**src/rtl/radix_frame_loader_if.sv**
```systemverilog
// Sample-in / frame-out handshake bundle for radix_frame_loader.
// in_last exists only when RADIX_FRAME_LOADER_LAST_EN is defined.
interface radix_frame_loader_if #(
  parameter int DATA_W = 32,
  parameter int RADIX  = 6
);
  logic                    in_valid;
  logic                    in_ready;
  logic [DATA_W-1:0]       in_re;
  logic [DATA_W-1:0]       in_img;
`ifdef RADIX_FRAME_LOADER_LAST_EN
  logic                    in_last;
`endif
  logic                    out_valid;
  logic                    out_ready;
  logic [RADIX*DATA_W-1:0] out_re;
  logic [RADIX*DATA_W-1:0] out_img;

  modport master (
    output in_valid, in_re, in_img, out_ready,
`ifdef RADIX_FRAME_LOADER_LAST_EN
    output in_last,
`endif
    input  in_ready, out_valid, out_re, out_img
  );

  modport slave (
    input  in_valid, in_re, in_img, out_ready,
`ifdef RADIX_FRAME_LOADER_LAST_EN
    input  in_last,
`endif
    output in_ready, out_valid, out_re, out_img
  );
endinterface

```
**src/rtl/radix_frame_loader.sv**
```systemverilog
// Ping-pong frame loader: gathers RADIX complex samples per bank and presents a
// whole frame to a radix butterfly. Macro RADIX_FRAME_LOADER_LAST_EN adds in_last.
module radix_frame_loader #(
  parameter int DATA_W = 32,
  parameter int RADIX  = 6
) (
  input logic                clk,
  input logic                rst,
  radix_frame_loader_if.slave bus
);
  localparam int              IDX_W    = (RADIX > 1) ? $clog2(RADIX) : 1;
  localparam logic [IDX_W-1:0] LAST_IDX = IDX_W'(RADIX - 1);

  logic [DATA_W-1:0] bank_re  [2][RADIX];
  logic [DATA_W-1:0] bank_img [2][RADIX];
  logic [1:0]        full;
  logic              wr_ptr;
  logic              rd_ptr;
  logic [IDX_W-1:0]  wr_idx;
  logic              accept;
  logic              take;
  logic              frame_end;
  logic              last_flag;

`ifdef RADIX_FRAME_LOADER_LAST_EN
  assign last_flag = bus.in_last;
`else
  assign last_flag = 1'b0;
`endif

  // Handshakes decode from the full flags only, so out_ready never reaches in_ready.
  assign bus.in_ready  = ~full[wr_ptr];
  assign bus.out_valid = full[rd_ptr];
  assign accept        = bus.in_valid & ~full[wr_ptr];
  assign take          = full[rd_ptr] & bus.out_ready;
  assign frame_end     = accept & ((wr_idx == LAST_IDX) | last_flag);

  // A bank being taken is full and a bank being closed is not, so the two
  // flag updates below always address different banks.
  always_ff @(posedge clk) begin
    if (rst) begin
      full   <= 2'b00;
      wr_ptr <= 1'b0;
      rd_ptr <= 1'b0;
      wr_idx <= '0;
    end else begin
      if (take) begin
        full[rd_ptr] <= 1'b0;
        rd_ptr       <= ~rd_ptr;
      end
      if (frame_end) begin
        full[wr_ptr] <= 1'b1;
        wr_ptr       <= ~wr_ptr;
        wr_idx       <= '0;
      end else if (accept) begin
        wr_idx <= wr_idx + IDX_W'(1);
      end
    end
  end

  // Lanes above an early in_last are zeroed so a short frame carries no stale data.
  always_ff @(posedge clk) begin
    if (rst) begin
      for (int b = 0; b < 2; b++) begin
        for (int k = 0; k < RADIX; k++) begin
          bank_re[b][k]  <= '0;
          bank_img[b][k] <= '0;
        end
      end
    end else if (accept) begin
      for (int k = 0; k < RADIX; k++) begin
        if (IDX_W'(k) == wr_idx) begin
          bank_re[wr_ptr][k]  <= bus.in_re;
          bank_img[wr_ptr][k] <= bus.in_img;
        end else if (last_flag && (IDX_W'(k) > wr_idx)) begin
          bank_re[wr_ptr][k]  <= '0;
          bank_img[wr_ptr][k] <= '0;
        end
      end
    end
  end

  always_comb begin
    bus.out_re  = '0;
    bus.out_img = '0;
    for (int k = 0; k < RADIX; k++) begin
      bus.out_re[k*DATA_W +: DATA_W]  = bank_re[rd_ptr][k];
      bus.out_img[k*DATA_W +: DATA_W] = bank_img[rd_ptr][k];
    end
  end
endmodule

```
**src/flat_wrapper.sv**
```systemverilog
// flat-port wrapper written by rule: the top's interface ports become plain ports
module radix_frame_loader_flat 
#(
  parameter int DATA_W = 32,
  parameter int RADIX  = 6
)
  (clk, rst, bus_in_valid, bus_in_re, bus_in_img, bus_out_ready, bus_in_ready, bus_out_valid, bus_out_re, bus_out_img);
  radix_frame_loader_if #(.DATA_W(DATA_W), .RADIX(RADIX)) bus_i ();
  input logic clk;
  input logic rst;
  input wire logic [$bits(bus_i.in_valid)-1:0] bus_in_valid;
  input wire logic [$bits(bus_i.in_re)-1:0] bus_in_re;
  input wire logic [$bits(bus_i.in_img)-1:0] bus_in_img;
  input wire logic [$bits(bus_i.out_ready)-1:0] bus_out_ready;
  output wire logic [$bits(bus_i.in_ready)-1:0] bus_in_ready;
  output wire logic [$bits(bus_i.out_valid)-1:0] bus_out_valid;
  output wire logic [$bits(bus_i.out_re)-1:0] bus_out_re;
  output wire logic [$bits(bus_i.out_img)-1:0] bus_out_img;
  assign bus_i.in_valid = bus_in_valid;
  assign bus_i.in_re = bus_in_re;
  assign bus_i.in_img = bus_in_img;
  assign bus_i.out_ready = bus_out_ready;
  assign bus_in_ready = bus_i.in_ready;
  assign bus_out_valid = bus_i.out_valid;
  assign bus_out_re = bus_i.out_re;
  assign bus_out_img = bus_i.out_img;
  radix_frame_loader #(.DATA_W(DATA_W), .RADIX(RADIX)) u_core (.clk(clk), .rst(rst), .bus(bus_i));
endmodule
```
**config.mk**
```make
export PLATFORM = sky130hd
export DESIGN_NAME = radix_frame_loader_flat
export DESIGN_NICKNAME = d
export VERILOG_FILES = /design/src/rtl/radix_frame_loader_if.sv /design/src/rtl/radix_frame_loader.sv /design/src/flat_wrapper.sv
export SDC_FILE = /design/constraint.sdc
export NUM_CORES = 1
export LEC_CHECK = 0
export BUFFER_PORTS_ARGS = -buffer_cell sky130_fd_sc_hd__buf_4
export CAP_MARGIN = 10
export CORE_ASPECT_RATIO = 1.75
export CORE_UTILIZATION = 60
export CTS_BUF_LIST = sky130_fd_sc_hd__clkbuf_2
export CTS_CLUSTER_DIAMETER = 200
export DETAILED_ROUTE_END_ITERATION = 7
export GPL_ROUTABILITY_DRIVEN = 1
export PLACE_DENSITY = 0.85
export SYNTH_ARGS = -nofsm -noshare
export SYNTH_HDL_FRONTEND = slang
export SYNTH_SLANG_ARGS = --single-unit
export TNS_END_PERCENT = 10
```
**constraint.sdc**
```tcl
create_clock -name clk -period 8.9 [get_ports clk]
set_clock_uncertainty 0.1 [all_clocks]
set_input_delay 1.78 -clock clk [delete_from_list [all_inputs] [get_ports clk]]
set_output_delay 1.78 -clock clk [all_outputs]
set_load 0.01 [all_outputs]
```
Word level (Yosys, flattened, before mapping)
Memory sizes are Yosys's and may differ from the RTL's. A register that Yosys moved wholly into a read port is not among the register bits.
Index checks and enable logic that the tools add are counted.
- logic and storage cells: 79
- output and inout bits: 386
- memories: 2
- RAM bits: 768
- register bits after elaboration: 7
- bits of input ports: 68
- memory list (name ; words ; width ; rd ports ; clocked after Yosys merged registers in ; write ports ; line ; RTL):
    u_core.bank_img ; 2 ; 192 ; 1 ; 1 ; 2 ; radix_frame_loader.sv:15 ; logic [DATA_W-1:0] bank_img [2][RADIX];
    u_core.bank_re ; 2 ; 192 ; 1 ; 1 ; 2 ; radix_frame_loader.sv:14 ; logic [DATA_W-1:0] bank_re [2][RADIX];
- muxes and demuxes: 47
- eq/ne operators: 6
- bitwise gates (word level): 9
- reduce and logical (&&, ||, !) cells: 6
- add/sub/neg operators: 1
- order comparisons: 4
- operators with widths (kind ; count):
    $mux 192 ; 2
    $reduce_or 192->1 ; 2
    $mux 1 ; 38
    $mux 6 ; 2
    $eq 2x3->1 const A ; 2
    $eq 3x3->1 const A ; 2
    $mux 2 ; 3
    $lt 1x2->1 const B ; 2
    $add 3x1->3 const B ; 1
    $and 1x1->1 ; 3
    $eq 1x3->1 const A ; 1
    $eq 3x3->1 const B ; 1
    $logic_not 3->1 ; 1
    $not 1->1 ; 3
    $and 2x2->2 ; 1
    $demux 1 s1 ; 2
    $ge 1x1->1 const B ; 2
    $logic_and 1x1->1 ; 2
    $not 2->2 ; 1
    $or 2x2->2 ; 1
    $reduce_or 2->1 ; 1

Longest topological paths before layout
- depth after elaboration: 10
- depth in mapped cells: 7
- gate-level depth less buffers: 5

Worst setup path before layout
OpenSTA, ideal clock, no wires.
- path type: input -> register
- start: in bus_in_valid
- end: mem u_core.bank_img[0][0] (netlist bit) (enable)
- stages: 3
- setup slack: 3.248 ns
- path buffers: 1
- required time: 8.301 ns
- library setup time: 0.499 ns
- arrival: 5.052 ns
- cells stage by stage: nand2b_1 clkbuf_1 o21bai_1
- RTL lines (item ; line ; RTL):
    from (decl) ; flat_wrapper.sv:11 ; input wire logic [$bits(bus_i.in_valid)-1:0] bus_in_valid;
    to (decl) ; radix_frame_loader.sv:15 ;

==> results.json <==
{
  "wire_per_inst_um": 25.5,
  "die_w_um": 176,
  "yosys_warnings": 0,
  "initial_core_util_pct": 60.8,
  "critPathSlowestCell": "dfxtp_4",
  "setup_viol": 0,
  "clk_latency_ns": 1.14,
  "grt_pass1_vias": 19100,
  "worst_slack_ns": 3.32,
  "fp-row-count": 111,
  "hold_viol": 0,
  "min_path_type": "flop to flop",
  "post-route-cell-area_sq_um": 37500,
  "rr_worst_depth": 3,
  "grt_antenna_before_repair": 6,
  "required_ns": 7.02,
  "path_max_fanout": 191,
  "syn_inst": 1835,
  "worst_slew_pin_slew_ns": 1.47,
  "seq_area_frac_synth_pct": 72.8,
  "cp-start-kind": "flop",
  "pre_cts_ws_ns": 4.62,
  "via_per_inst": 5.71,
  "area_growth_pct": 17.7,
  "core-area_sq_um": 52500,
  "syn_area_per_cell_sq_um": 17.4,
  "drc": 0,
  "synth_edf_count": 768,
  "grt-ovfl-total": 0,
  "crit_end": "bus_out_re[61]",
  "cts_buffers": 166,
  "syn_area_sq_um": 31900,
  "drive_gt1_share_pct": 50.6,
  "cpPeakStageDelay_ns": 0.81,
  "fin_setup_tns_ns": 0,
  "dieArea_sq_um": 54100,
  "gp_congestion": 0.832,
  "dp_hpwl_um": 48600,
  "ys_seq_elements": 776,
  "io_buffer_count": 453,
  "ys_top_cells_by_count": "edfxtp_1 (768), mux2_2 (385), and2_1 (384)",
  "grt_use_total_pct": 30.3,
  "postSynth.asyncResetShare_pct": 0,
  "rsz0062_at_grt": "false",
  "syn_nets": 1908,
  "cts_resized": 0,
  "synth_largest_area_cell": "edfxtp_1",
  "antenna_left": 0,
  "pwr_density_cell_nw_per_um2": 187,
  "die_h_um": 307,
  "min_period_over_period_pct": 62.7,
  "cts_max_level": 4,
  "power_mw": 7.03,
  "worstSetupPathType": "flop to primary output",
  "r2r_end": "u_core.bank_img[1][32]",
  "synth_flop_cell": "edfxtp_1",
  "synthDistinctLibCells": 36,
  "netlist.area_leader.share_pct": 72.3,
  "wl_um": 81300,
  "pin_count": 454,
  "grt_pass1_wl_um": 117000,
  "clkTransAtPathRegs_ns": 0.12,
  "worst-r2r-setup-slack_ns": 5.66,
  "path_cells": "buf_12 > mux2_2 > buf_4",
  "drt_first_pass_iters": 5,
  "final_max_slew_viol_count": 0,
  "nNetsFinal": 2455,
  "tritoncts": "yes",
  "drtIter0Drc": 1219,
  "place_area_sq_um": 36000,
  "cp.arrival_ns": 3.70,
  "cts_hold_buf": 0,
  "relSlewSlack_pct": 2.18,
  "end_kind": "primary output",
  "outcome": "complete, no violations",
  "yosysMostFrequentCell": "edfxtp_1",
  "cts_setup_buffers": 0,
  "rr_startpoint": "u_core.wr_ptr",
  "vdd_drop_max_mv": 0.140,
  "cts_sinks": 776,
  "clock_path_buffers": 3,
  "fin_crit_ns": 5.58,
  "clock_tree.root_cell": "clkbuf_2",
  "synth.area.top_cells": "edfxtp_1 (72%), mux2_2 (14%), and2_1 (7.5%), and2_2 (3.0%), clkbuf_1 (0.69%)",
  "vias": 18200,
  "p_leak_nw": 15.0,
  "maxCapViolCount": 0,
  "timing.fmax_ghz": 0.179,
  "grt_max_degree": 192
}
[routing by layer]
| metal | track usage (%) | part of all wire [%] | up-vias |
|---|---|---|---|
| met5 | 0 | 0.059 | - |
| met4 | 18.2 | 5.3 | 6 |
| met3 | 6.12 | 6.6 | 219 |
| met2 | 53.0 | 53 | 888 |
| met1 | 33.7 | 35 | 9094 |
| li1 | - | - | 7948 |
[layout make-up]
type | count | area [sq um]
timing repair buffer | 476 | 3610
fill | 3321 | 14900
sequential | 776 | 23200
clock inverter | 46 | 265
multi-input combinational | 957 | 8370
tap | 678 | 848
inverter | 5 | 18.8
antenna | 2 | 5.00
clock buffer | 242 | 1210
[kinds of logic after synthesis]
logic type	Yosys count	synth area share (%)
muxes	386	13.6
AOI/OAI and AO/OA	21	0.580
DFF	776	72.8
adders and majority gates	5	0.196
buffers and inverters	102	1.35
and+or+nand+nor	545	11.5
[worst max-delay path, delay by kind of cell (launching register included)]
family,cells,cell delay (ns)
DFF,1,0.81
muxes,1,0.47
buffers and inverters,2,0.72
[report_power, final]
group,switching [mW],leakage (nW),internal [mW],total (mW)
sequential,0.0552,8.02,4.23,4.29
combinational,0.364,5.85,0.247,0.611
clock,1.32,1.13,0.808,2.13
total,1.74,15.0,5.29,7.03
[cells in the final DEF (no fill, tap or decap), drive strengths merged, types with 3 or more instances in the layout]
master and n:
clkinv 41, nand2 4, clkbuf 242, bufinv 3, buf 476, ha 5
nor3 3, nand4 3, inv 6, nor2 5, edfxtp 768, and2 512
dfxtp 8, a31o 3, mux2 386, o31ai 3, a21o 5, nand2b 4
[flip-flops by register name, indices dropped and copies added, names as in the netlist, named ones only]
| signal | cells |
|---|---|
| u_core.rd_ptr | 1 |
| u_core.full | 2 |
| u_core.bank_img | 384 |
| u_core.wr_idx | 3 |
| u_core.bank_re | 384 |
| u_core.wr_ptr | 1 |
[worst min-delay path by stage]
stage / start / end / slack [ns] / depth (start not counted)
global placement: u_core.full[1] / u_core.full[1] / 0.41 / 2
CTS: u_core.full[1] / u_core.full[1] / 0.44 / 2
finish: u_core.full[1] / u_core.full[1] / 0.43 / 2
floorplan: u_core.full[1] / u_core.full[1] / 0.38 / 2
global route: u_core.full[1] / u_core.full[1] / 0.46 / 2
detailed placement: u_core.full[1] / u_core.full[1] / 0.42 / 2
[stage by stage]
stage                     instances  util, %  hold slack, ns
after floorplan                1835        -           0.379
after global placement         2891     68.6           0.409
after detailed placement       2891     68.6           0.421
after CTS                      3179     71.5           0.437
after global routing           3182     71.5           0.463
final                          3182     71.5           0.425
No activity file was read; power rests on OpenSTA's default activity.
